===== src/rtl/lab5_pkg.sv =====
// ============================================================================
// Module  : lab5_pkg
// Brief   : Shared state codes, error codes and default sizes for lab5_host.
// Rev     : 1.0  initial release
// ============================================================================
`default_nettype none

package lab5_pkg;

    typedef logic [2:0] state_t;

    localparam state_t ST_IDLE   = 3'd0;
    localparam state_t ST_LOAD   = 3'd1;
    localparam state_t ST_VERIFY = 3'd2;
    localparam state_t ST_KICK   = 3'd3;
    localparam state_t ST_WAIT   = 3'd4;
    localparam state_t ST_REPORT = 3'd5;

    localparam logic [1:0] ERR_OK   = 2'd0;
    localparam logic [1:0] ERR_SUM  = 2'd1;
    localparam logic [1:0] ERR_RDBK = 2'd2;
    localparam logic [1:0] ERR_TMO  = 2'd3;

    localparam int DEF_DEPTH = 6;
    localparam int DEF_AW    = 3;
    localparam int DEF_DW    = 8;

endpackage

`default_nettype wire


===== src/rtl/lab5_host_timeout.sv =====
// ============================================================================
// Module  : lab5_host_timeout
// Brief   : Loadable up-counter with clear and enable; expired at LIMIT.
// Rev     : 1.0  initial release
// ============================================================================
`default_nettype none

module lab5_host_timeout #(
    parameter int WIDTH = 8,
    parameter int LIMIT = 254
) (
    input  logic             clk,
    input  logic             rst,
    input  logic             clr,
    input  logic             en,
    input  logic             ld,
    input  logic [WIDTH-1:0] ld_val,
    output logic             expired
);

    logic [WIDTH-1:0] count_q;
    logic [WIDTH-1:0] count_d;

    always_comb begin
        count_d = count_q;
        if (clr) begin
            count_d = '0;
        end else if (ld) begin
            count_d = ld_val;
        end else if (en) begin
            count_d = count_q + 1'b1;
        end
    end

    always_ff @(posedge clk) begin
        if (rst) begin
            count_q <= '0;
        end else begin
            count_q <= count_d;
        end
    end

    assign expired = (count_q == WIDTH'(LIMIT));

endmodule

`default_nettype wire


===== src/rtl/lab5_host.sv =====
// ============================================================================
// Module  : lab5_host
// Brief   : Host driver for the lab5 sum engine: load, optional readback,
//           start, wait for done, compare ans with the local sum.
//           Optional readback stage enabled by LAB5_HOST_READBACK_EN.
// Rev     : 1.0  initial release
// ============================================================================
`default_nettype none

module lab5_host
    import lab5_pkg::*;
#(
    parameter int DEPTH   = DEF_DEPTH,
    parameter int AW      = DEF_AW,
    parameter int DW      = DEF_DW,
    parameter int TIMEOUT = 255
) (
    input  logic          clk,
    input  logic          rst,
    input  logic          go,
    input  logic          in_valid,
    input  logic [DW-1:0] in_data,
    output logic          in_ready,
    output logic [AW-1:0] addr,
    output logic          we,
    output logic [DW-1:0] din,
    output logic          re,
    input  logic [DW-1:0] dout,
    output logic          start,
    input  logic          done,
    input  logic [DW-1:0] ans,
    output logic          busy,
    output logic [DW-1:0] result,
    output logic          result_valid,
    output logic          pass,
    output logic [1:0]    err_code
);

    localparam int IW = AW + 1;
    localparam int TW = $clog2(TIMEOUT + 1);

    state_t        state_q, state_d;
    logic [IW-1:0] idx_q, idx_d;
    logic [DW-1:0] acc_q, acc_d;
    logic          in_ready_q, in_ready_d;
    logic [AW-1:0] addr_q, addr_d;
    logic          we_q, we_d;
    logic [DW-1:0] din_q, din_d;
    logic          start_q, start_d;
    logic          busy_q, busy_d;
    logic [DW-1:0] result_q, result_d;
    logic          result_valid_q, result_valid_d;
    logic          pass_q, pass_d;
    logic [1:0]    err_q, err_d;

    logic          w_tmr_clr;
    logic          w_tmr_en;
    logic          w_tmr_expired;
    logic [1:0]    w_final_err;

`ifdef LAB5_HOST_READBACK_EN
    logic          re_q, re_d;
    logic          chk_q, chk_d;
    logic [AW-1:0] chk_addr_q, chk_addr_d;
    logic [DW-1:0] shadow_q [0:(1<<AW)-1];
    logic [DW-1:0] shadow_d [0:(1<<AW)-1];
`endif

    // A readback error already latched takes priority over a sum mismatch.
    assign w_final_err = ((err_q == ERR_OK) && (ans != acc_q)) ? ERR_SUM : err_q;

    lab5_host_timeout #(
        .WIDTH (TW),
        .LIMIT (TIMEOUT - 1)
    ) u_timeout (
        .clk     (clk),
        .rst     (rst),
        .clr     (w_tmr_clr),
        .en      (w_tmr_en),
        .ld      (1'b0),
        .ld_val  ({TW{1'b0}}),
        .expired (w_tmr_expired)
    );

    always_comb begin
        state_d        = state_q;
        idx_d          = idx_q;
        acc_d          = acc_q;
        in_ready_d     = in_ready_q;
        addr_d         = addr_q;
        we_d           = 1'b0;
        din_d          = din_q;
        start_d        = 1'b0;
        result_d       = result_q;
        result_valid_d = 1'b0;
        pass_d         = pass_q;
        err_d          = err_q;
        w_tmr_clr      = 1'b0;
        w_tmr_en       = 1'b0;
`ifdef LAB5_HOST_READBACK_EN
        re_d       = 1'b0;
        chk_d      = re_q;
        chk_addr_d = addr_q;
        shadow_d   = shadow_q;
        // Read data returns the cycle after re; the last compare lands in KICK.
        if (chk_q && (dout != shadow_q[chk_addr_q]) && (err_q == ERR_OK)) begin
            err_d = ERR_RDBK;
        end
`endif

        case (state_q)
            ST_IDLE: begin
                if (go) begin
                    idx_d      = '0;
                    acc_d      = '0;
                    pass_d     = 1'b0;
                    err_d      = ERR_OK;
                    result_d   = '0;
                    in_ready_d = 1'b1;
                    state_d    = ST_LOAD;
                end
            end
            ST_LOAD: begin
                if (in_valid && in_ready_q) begin
                    we_d   = 1'b1;
                    addr_d = idx_q[AW-1:0];
                    din_d  = in_data;
                    acc_d  = acc_q + in_data;
`ifdef LAB5_HOST_READBACK_EN
                    shadow_d[idx_q[AW-1:0]] = in_data;
`endif
                    if (idx_q == IW'(DEPTH - 1)) begin
                        idx_d      = '0;
                        in_ready_d = 1'b0;
`ifdef LAB5_HOST_READBACK_EN
                        state_d    = ST_VERIFY;
`else
                        state_d    = ST_KICK;
                        start_d    = 1'b1;
`endif
                    end else begin
                        idx_d = idx_q + 1'b1;
                    end
                end
            end
`ifdef LAB5_HOST_READBACK_EN
            ST_VERIFY: begin
                // First VERIFY cycle carries the final write; reads follow.
                if (idx_q == IW'(DEPTH)) begin
                    idx_d   = '0;
                    start_d = 1'b1;
                    state_d = ST_KICK;
                end else begin
                    re_d   = 1'b1;
                    addr_d = idx_q[AW-1:0];
                    idx_d  = idx_q + 1'b1;
                end
            end
`endif
            ST_KICK: begin
                w_tmr_clr = 1'b1;
                state_d   = ST_WAIT;
            end
            ST_WAIT: begin
                w_tmr_en = 1'b1;
                if (done) begin
                    result_d       = ans;
                    err_d          = w_final_err;
                    pass_d         = (w_final_err == ERR_OK);
                    result_valid_d = 1'b1;
                    state_d        = ST_REPORT;
                end else if (w_tmr_expired) begin
                    result_d       = '0;
                    err_d          = ERR_TMO;
                    pass_d         = 1'b0;
                    result_valid_d = 1'b1;
                    state_d        = ST_REPORT;
                end
            end
            ST_REPORT: begin
                state_d = ST_IDLE;
            end
            default: begin
                state_d = ST_IDLE;
            end
        endcase

        busy_d = (state_d != ST_IDLE);
    end

    always_ff @(posedge clk) begin
        if (rst) begin
            state_q        <= ST_IDLE;
            idx_q          <= '0;
            acc_q          <= '0;
            in_ready_q     <= 1'b0;
            addr_q         <= '0;
            we_q           <= 1'b0;
            din_q          <= '0;
            start_q        <= 1'b0;
            busy_q         <= 1'b0;
            result_q       <= '0;
            result_valid_q <= 1'b0;
            pass_q         <= 1'b0;
            err_q          <= ERR_OK;
`ifdef LAB5_HOST_READBACK_EN
            re_q           <= 1'b0;
            chk_q          <= 1'b0;
            chk_addr_q     <= '0;
            shadow_q       <= '{default: '0};
`endif
        end else begin
            state_q        <= state_d;
            idx_q          <= idx_d;
            acc_q          <= acc_d;
            in_ready_q     <= in_ready_d;
            addr_q         <= addr_d;
            we_q           <= we_d;
            din_q          <= din_d;
            start_q        <= start_d;
            busy_q         <= busy_d;
            result_q       <= result_d;
            result_valid_q <= result_valid_d;
            pass_q         <= pass_d;
            err_q          <= err_d;
`ifdef LAB5_HOST_READBACK_EN
            re_q           <= re_d;
            chk_q          <= chk_d;
            chk_addr_q     <= chk_addr_d;
            shadow_q       <= shadow_d;
`endif
        end
    end

`ifdef LAB5_HOST_READBACK_EN
    assign re = re_q;
`else
    logic w_unused_dout;
    assign re            = 1'b0;
    assign w_unused_dout = ^dout;
`endif

    assign in_ready     = in_ready_q;
    assign addr         = addr_q;
    assign we           = we_q;
    assign din          = din_q;
    assign start        = start_q;
    assign busy         = busy_q;
    assign result       = result_q;
    assign result_valid = result_valid_q;
    assign pass         = pass_q;
    assign err_code     = err_q;

endmodule

`default_nettype wire


===== config.mk =====
export PLATFORM = sky130hd
export DESIGN_NAME = lab5_host
export DESIGN_NICKNAME = d
export VERILOG_FILES = /design/src/rtl/lab5_pkg.sv /design/src/rtl/lab5_host_timeout.sv /design/src/rtl/lab5_host.sv
export SDC_FILE = /design/constraint.sdc
export NUM_CORES = 1
export LEC_CHECK = 0
export ABC_AREA = 1
export BUFFER_PORTS_ARGS = -buffer_cell sky130_fd_sc_hd__buf_2
export CORE_ASPECT_RATIO = 0.6
export CORE_UTILIZATION = 53
export DETAILED_ROUTE_END_ITERATION = 10
export PLACE_DENSITY = 0.79
export SYNTH_ARGS = -nofsm -noshare
export SYNTH_HDL_FRONTEND = slang
export SYNTH_SLANG_ARGS = --single-unit

===== constraint.sdc =====
create_clock -name clk -period 1.8 [get_ports clk]
set_input_delay 0.36 -clock clk [delete_from_list [all_inputs] [get_ports clk]]
set_output_delay 0.36 -clock clk [all_outputs]
set_load 0.005 [all_outputs]

-- Yosys cells after proc, flatten, opt, wreduce, memory -nomap -nowiden
Cells that the tools add are included.
- reduce and logical (&&, ||, !) cells: 16
- multiplexer cells: 35
- equality and inequality tests: 10
- bitwise operators: 3
- $add $sub $neg: 3
- operators by type and width (cell ; count):
    $mux W8 ; 4
    $pmux W8 S2 ; 2
    $mux W3 ; 5
    $mux W1 ; 12
    $mux W4 ; 3
    $pmux W3 S4 ; 1
    $add A8 B1 Y8 const B ; 1
    $add A8 B8 Y8 ; 1
    $eq A8 B8 Y1 const B ; 1
    $mux W2 ; 4
    $ne A8 B8 Y1 ; 1
    $pmux W4 S2 ; 1
    $ne A2 B2 Y1 const B ; 3
    $reduce_and A3 Y1 ; 2
    $reduce_or A2 Y1 ; 3
    $add A4 B1 Y4 const B ; 1
    $eq A4 B3 Y1 const B ; 1
    $logic_not A2 Y1 ; 2
    $pmux W1 S2 ; 2
    $pmux W2 S2 ; 1
    $reduce_and A4 Y1 ; 1
    $reduce_bool A2 Y1 ; 2
    $eq A3 B1 Y1 const B ; 1
    $eq A3 B2 Y1 const B ; 1
    other kinds (8) ; 11
- flip-flop bits (word level): 50
- output and inout port bits: 28
- input port bits: 29
- logic and storage cells: 81

-- Longest topological paths before layout
Gate-level depths: netlist of the first run.
- depth after elaboration: 6
- depth in mapped cells: 10
- mapped depth without buffers: 10

-- Hierarchy
A second synthesis of the first run with hierarchy kept.
- cells, all modules: 346
- area, all modules: 2600.0 um^2
- modules (own cells, without submodules) (module ; sequential area each (um^2) ; cells each ; instances ; area each (um^2)):
    lab5_host ; 840.8 ; 273 ; 1 ; 2089.5
    lab5_host_timeout ; 160.2 ; 73 ; 1 ; 510.5

-- Worst setup path after synthesis of the first run
Ideal clock, no wire load.
- kind: input port to flip-flop
- start point: input port in_data[2]
- end point: register acc_q[7]
- data required time: 1.668 ns
- stages: 8
- data arrival time: 1.373 ns
- path buffers: 0
- library setup time: 0.132 ns
- slack: 0.295 ns
- cells stage by stage: ha_1 -> nand2_1 -> o21ai_0 -> nand3_1 -> nand2_1 -> nand2_1 -> nand3_1 -> a21oi_1
- word-level cells in the longest chain between the ends: 3
- RTL lines (element ; RTL line ; source):
    start, declared ; lab5_host.sv:22 ; input logic [DW-1:0] in_data,
    $add A8 B8 Y8 ; lab5_host.sv:128 ; acc_d = acc_q + in_data;
    $mux W8 ; lab5_host.sv:124 ; if (in_valid && in_ready_q) begin
    $pmux W8 S2 ; lab5_host.sv:111 ; case (state_q)
    end signal, assigned ; lab5_host.sv:195 ; acc_q <= '0;
    end signal, assigned ; lab5_host.sv:215 ; acc_q <= acc_d;
    end, declared ; lab5_host.sv:44 ; logic [DW-1:0] acc_q, acc_d;
No other way between the ends. The select of a mux whose other input is x is not followed.
A chain may end at the register's enable or synchronous reset.

-- Worst setup path in the final report of the first run
- start point: register acc_q[0]
- end point: register acc_q[4]
- word-level cells in the longest chain between the ends: 3
- RTL lines (element ; RTL line):
    $add A8 B8 Y8 ; lab5_host.sv:128
    $mux W8 ; lab5_host.sv:124
    $pmux W8 S2 ; lab5_host.sv:111
No other way between the ends. The select of a mux whose other input is x is not followed.

==> flow_metrics.env, run 1 <==
export IMPL_ff2ff_path_depth=7
export IMPL_drt_iter0_drc=63
export IMPL_fin_crit_sh_pct=89.5
export IMPL_rsz0062_at_grt="false"
export IMPL_cts_tree="yes"
export IMPL_cts_resized=0
export IMPL_min_path_cells=3
export IMPL_yosysWarnings=0
export IMPL_hp_class="primary input to register"
export IMPL_viasPerCell=5.06
export IMPL_mostFrequentLayoutCells="nand2_1, dfxtp_1, buf_2"
export IMPL_pwr_density_cell_mw_per_mm2=708
export IMPL_cts_made_buffers=5
export IMPL_worstPathRequired_ns=2.03
export IMPL_netlist_area_mm2=0.00237
export IMPL_report_final_slew_viol_count=0
export IMPL_fin_skew_ns=0.00642
export IMPL_io_pins=57
export IMPL_fin_nets=405
export IMPL_crit_fanout=4
export IMPL_cts_sinks=50
export IMPL_cpPeakStageDelay_ns=0.43
export IMPL_clkLatencyLatePin_ns=0.30
export IMPL_cts_root_buf="clkbuf_8"
export IMPL_vias=2144
export IMPL_critPathCaptureType="register"
export IMPL_num_rows=18
export IMPL_min_period_ns=1.61
export IMPL_nFillCells=409
export IMPL_fin_setup_tns_ns=0
export IMPL_crit_chain="ha_1 -> fa_1 -> nand3_1 -> nand3_1 -> a21oi_1 -> o21ai_0 -> a21oi_1"
export IMPL_grt_pass1_wl_um=8130
export IMPL_post_cts_buffers=0
export IMPL_synth_cell_types=30
export IMPL_die_w_um=88.4
export IMPL_antennaDiodeCount=0
export IMPL_arrival_ns=1.84
export IMPL_syn_nets=356
export IMPL_syn_avg_cell_area_um2=7.53
export IMPL_clk_pin_slew_ns=0.09
export IMPL_gp_congestion=0.912
export IMPL_cts_buffer_depth=2
export IMPL_die_area_mm2=0.00476
export IMPL_grt_max_degree=22
export IMPL_peakVddDrop_mv=0.375
export IMPL_crit_type="register to register"
export IMPL_mostFrequentLayoutCell="nand2_1"
export IMPL_wirelength_um=4930
export IMPL_antenna_found_initial=0
export IMPL_die_h_um=53.8
export IMPL_cap_violations=0
export IMPL_htreeDepth=2
export IMPL_gr_total_overflow=0
export IMPL_areaGrowthSynthToFinish_pct=16.1
export IMPL_whs_ns=0.332
export IMPL_drcViolationCount=0
export IMPL_synth_seq_cells=50
export IMPL_cp_slowest_cell="fa_1"
export IMPL_syn_inst=315
export IMPL_critPathTopFamily="adder cells"
export IMPL_design_area_mm2=0.00276
export IMPL_core_mm2=0.00419
export IMPL_avgRoutedWirePerCell_um=11.6
export IMPL_rrSetupSlack_ns=0.19
export IMPL_max_freq_mhz=621
export IMPL_final_layout_size_suffix_gt1_share_pct=20.9
export IMPL_cp_num_cells=7
export IMPL_startpoint_type="register"
export IMPL_dpl_hpwl_um=3750
export IMPL_ys_seq_area_share_pct=42.2
export IMPL_hold_buffers=0
export IMPL_grt_use_total_pct=22.6
export IMPL_leakage_nw=1.32
export IMPL_dr_pass1_iters=4
export IMPL_place_area_mm2=0.00268
export IMPL_critPathBufInv=0
export IMPL_antenna_left=0
export IMPL_first_global_vias=1853
export IMPL_status="complete, no violations"
export IMPL_io_buffers=47
export IMPL_setup_viol=0
export IMPL_finalHoldViolCount=0
export IMPL_final_core_util_pct=65.8
export IMPL_start_util_pct=56.6
export IMPL_fin_total_pwr_mw=1.95
logic make-up after synthesis:
group,share of synthesized area [%]
XOR/XNOR,4.43
AO/OA/AOI/OAI,13.4
other,0.158
AND/OR/NAND/NOR,25.1
adder cells (fa/ha/maj),6.65
buffers and inverters,8.07
flip-flops,42.2
routing by layer:
layer | track usage, % | wire length (um) | vias up
li1 | - | - | 1122
met1 | 30.7 | 2470 | 959
met2 | 36.8 | 2160 | 57
met3 | 4.75 | 250 | 6
met4 | 6.45 | 47 | 0
met5 | 0 | 0 | -
stage by stage:
stage               instances  worst slack, ns
floorplan                 315            0.295
global placement          417           0.0996
detailed placement        417           0.0802
CTS                       424            0.185
global route              424           0.0324
finish                    424            0.189
final timing paths:
check / startpoint / endpoint
setup / recovery: acc_q[0]$_SDFFE_PP0P_ / acc_q[4]$_SDFFE_PP0P_
hold / removal: in_data[4] / din[4]$_SDFFE_PP0P_
setup reg to reg: acc_q[0]$_SDFFE_PP0P_ / acc_q[4]$_SDFFE_PP0P_
hold reg to reg: result[0]$_SDFFE_PP0P_ / result[0]$_SDFFE_PP0P_
where the power goes:
group / switching, mW / internal (mW) / total, mW
Combinational: 0.123 / 0.0796 / 0.203
Clock: 0.345 / 0.261 / 0.607
Sequential: 0.0156 / 1.13 / 1.14
Total: 0.484 / 1.47 / 1.95
layout make-up:
cell class	instances	area (um^2)	share of cell area, %
Clock buffer	5	68.8	2.50
Clock inverter	2	10.0	0.363
Inverter	35	131	4.77
Multi-Input combinational cell	218	1180	42.8
Sequential cell	50	1000	36.4
Tap cell	60	75.1	2.72
Timing Repair Buffer	54	288	10.4
registers in the layout, indices dropped and copies added, names as in the netlist:
signal / cells
we: 1
idx_q: 4
u_timeout.count_q: 8
err_code: 2
result: 8
addr: 3
in_ready: 1
result_valid: 1
busy: 1
state_q: 3
pass: 1
start: 1
din: 8
acc_q: 8
cells in the mapped netlist (all sizes together):
library cell  number  area share [%]
a31oi              2            0.79
ha                11             5.8
a21oi             35             7.4
dfxtp             50              42
xnor2              5             1.8
buf                8             1.9
and3               1            0.26
nand3             30             6.5
o21ai             19             4.0
clkbuf             4            0.63
inv               35             5.5
a21o               1            0.32
nand2             55             9.0
nor3               3             1.1
fa                 1            0.84
nand3b             1            0.32
xor2               7             2.6
a211oi             2            0.63
conb               1            0.16
nand4              5             1.6
nor2              38             6.2
a21boi             1            0.32
tightest hold or removal path, delay by kind of cell:
kind | cells | cell delay (ns)
AOI/OAI and AO/OA | 1 | 0.07
and+or+nand+nor | 1 | 0.07
buffers and inverters | 1 | 0.09
No activity file was read; power rests on OpenSTA's default activity.
==> inputs of run 2 (changes only) <==
Settings changed: ABC_AREA 1 to unset, CORE_UTILIZATION 53 to 52, CTS_CLUSTER_DIAMETER set to 40, PLACE_DENSITY 0.79 to 0.78, RECOVER_POWER set to 100.
==> run 2 against run 1 <==
Net effect: non-clock buffer count up 19; final cell count down 7.1%; via count down 1.4%; utilization up 3.2 points; clock power up 17%; the run now ends with setup timing left; register-to-register slack worse by 0.21 ns; flip-flop and latch count unchanged.
==> flow_metrics.env, run 2 <==
export IMPL_power_switching_uw=539
export IMPL_grt_use_total_pct=24.0
export IMPL_dr_pass1_iters=4
export IMPL_synth_fa_ha_area_share_pct=6.87
export IMPL_max_freq_mhz=549
export IMPL_ys_seq_area_share_pct=43.6
export IMPL_preCtsSetupSlack_ns=-0.177
export IMPL_die_area_mm2=0.00469
export IMPL_fin_setup_tns_ns=-0.0211
export IMPL_synth_cell_types=44
export IMPL_crit_fanout=2
export IMPL_die_w_um=87.8
export IMPL_drcViolationCount=0
export IMPL_core_mm2=0.00417
export IMPL_rsz0062_at_grt="true"
export IMPL_stdcell_count=394
export IMPL_fin_ws_ns=-0.0211
export IMPL_antenna_found_initial=0
export IMPL_mostFrequentLayoutCell="dfxtp_1"
export IMPL_place_area_mm2=0.00276
export IMPL_synth_seq_cells=50
export IMPL_io_buffers=47
export IMPL_met1_usage_pct=33.8
export IMPL_fin_nets=374
export IMPL_nFillCells=349
export IMPL_muxShareOfSynthArea_pct=0.436
export IMPL_arrival_ns=2.03
export IMPL_gp_congestion=0.921
export IMPL_synth_top_family_by_area="simple AND/OR/NAND/NOR gates"
export IMPL_synth_top_area_share_pct=43.6
export IMPL_crit_type="register to register"
export IMPL_clk_pin_slew_ns=0.10
export IMPL_fin_crit_sh_pct=101
export IMPL_pwr_density_cell_mw_per_mm2=720
export IMPL_io_pins=57
export IMPL_first_global_vias=1792
export IMPL_clkLatencyLatePin_ns=0.31
export IMPL_rrSetupSlack_ns=-0.02
export IMPL_final_layout_size_suffix_gt1_share_pct=24.3
export IMPL_avgRoutedWirePerCell_um=14.2
export IMPL_dpl_hpwl_um=4060
export IMPL_vias=2113
export IMPL_die_h_um=53.5
export IMPL_yosys_area_share_simple_pct=20.9
export IMPL_final_core_util_pct=69.0
export IMPL_synth_edf_count=0
export IMPL_violations="setup timing"
export IMPL_internal_power_mw=1.53
export IMPL_htreeDepth=2
export IMPL_met2_usage_pct=36.2
export IMPL_design_area_mm2=0.00288
export IMPL_grt_busiest_layer="met2"
export IMPL_report_final_slew_viol_count=0
export IMPL_grt_pass1_wl_um=8250
export IMPL_netlist_area_mm2=0.00229
export IMPL_ys_top_cells_by_area="dfxtp_1, nand2_1, a21oi_1, xor2_1, ha_1"
export IMPL_grt_max_degree=24
export IMPL_use_met3_pct=5.30
export IMPL_synthArstFlopShare_pct=0
export IMPL_fin_skew_ns=0.0117
export IMPL_power_frac_comb_pct=10.3
export IMPL_cts_root_buf="clkbuf_8"
export IMPL_cts_buffer_depth=2
export IMPL_min_period_ns=1.82
export IMPL_fin_total_pwr_mw=2.07
export IMPL_wirelength_um=5590
export IMPL_syn_nets=303
export IMPL_pwr_share_clk_pct=34.4
export IMPL_gr_total_overflow=0
export IMPL_pwr_share_seq_pct=55.2
export IMPL_finalHoldViolCount=0
export IMPL_synth_compound_area_share_pct=17.0
export IMPL_worstPathRequired_ns=2.01
export IMPL_hold_buffers=0
export IMPL_cts_tree="yes"
export IMPL_yosysWarnings=0
export IMPL_syn_inst=262
export IMPL_antenna_left=0
export IMPL_synth_flop_cell="dfxtp_1"
export IMPL_critPathCaptureType="register"
export IMPL_dp_cells=385
export IMPL_drt_iter0_drc=93
export IMPL_cts_sinks=50
export IMPL_whs_ns=0.308
export IMPL_synthMostInstantiatedCell="dfxtp_1"
export IMPL_areaGrowthSynthToFinish_pct=25.3
export IMPL_status="complete, but fails checks"
export IMPL_start_util_pct=55.1
export IMPL_setup_viol=1
export IMPL_hp_class="primary input to register"
export IMPL_antennaDiodeCount=0
export IMPL_startpoint_type="register"
export IMPL_cts_made_buffers=5
export IMPL_cap_violations=0
export IMPL_peakVddDrop_mv=0.400
export IMPL_leakage_nw=1.20
export IMPL_switching_share_pct=26.0
export IMPL_mostFrequentLayoutCells="dfxtp_1, nand2_1, buf_2"
export IMPL_syn_avg_cell_area_um2=8.76
export IMPL_synthXorXnorAreaFrac_pct=7.63
export IMPL_ys_top_cells_by_count="dfxtp_1, nand2_1, a21oi_1"
export IMPL_num_rows=18
export IMPL_synth_top_cell_by_area="dfxtp_1"
export IMPL_viasPerCell=5.36
## run 2: timing repair
action,4_1_cts,5_1_grt
setup endpoints to repair,2,5
buffers inserted,0,1
resized for setup,1,10
pin swaps,2,4
## run 2: path summary, 6_finish.rpt
path / startpoint / end / cells after the start
min reg2reg: pass$_SDFFE_PP0P_ / pass$_SDFFE_PP0P_ / 2
max: acc_q[0]$_SDFFE_PP0P_ / acc_q[6]$_SDFFE_PP0P_ / 7
max reg2reg: acc_q[0]$_SDFFE_PP0P_ / acc_q[6]$_SDFFE_PP0P_ / 7
min: ans[0] / result[0]$_SDFFE_PP0P_ / 3
## run 2: metal layers
| layer | up-vias | wire [um] | share of wire (%) |
|---|---|---|---|
| met2 | 76 | 2350 | 42 |
| met4 | 0 | 76 | 1.4 |
| met1 | 974 | 2760 | 49 |
| met3 | 9 | 409 | 7.3 |
| met5 | - | 0 | 0 |
| li1 | 1054 | - | - |
## run 2: power groups by stage
stage | Clock, mW | Combinational [mW] | Sequential, mW
final | 0.713 | 0.213 | 1.14
after floorplan | 0 | 0.117 | 1.16
after CTS | 0.721 | 0.210 | 1.14
after global routing | 0.761 | 0.235 | 1.15
after detailed placement | 0 | 0.208 | 1.17
after global placement | 0 | 0.201 | 1.17
## run 2: cell type report
cell class / count / area [um^2] / area share (%)
tap: 60 / 75.1 / 2.61
inverter: 8 / 32.5 / 1.13
timing repair buffer: 73 / 404 / 14.1
clock inverter: 2 / 16.3 / 0.566
sequential: 50 / 1000 / 34.9
clock buffer: 6 / 82.6 / 2.87
multi-input combinational: 195 / 1260 / 43.8
## run 2: worst max-delay path, cell delays in order (launching register included)
cell and delay, ns:
dfxtp_2 0.34, ha_2 0.19, fa_2 0.34, a21o_1 0.20
a21oi_2 0.17, o21ai_1 0.10, xor2_1 0.16, a32o_1 0.22
## run 2: kinds of logic (layout without fill, tap and decap cells)
family	Yosys count	count (layout)
flip-flops	50	50
other	1	1
AND/OR/NAND/NOR	99	99
multiplexers	1	1
AO/OA/AOI/OAI	62	62
buffers and inverters	17	89
adder cells (fa/ha/maj)	12	12
XOR/XNOR	20	20
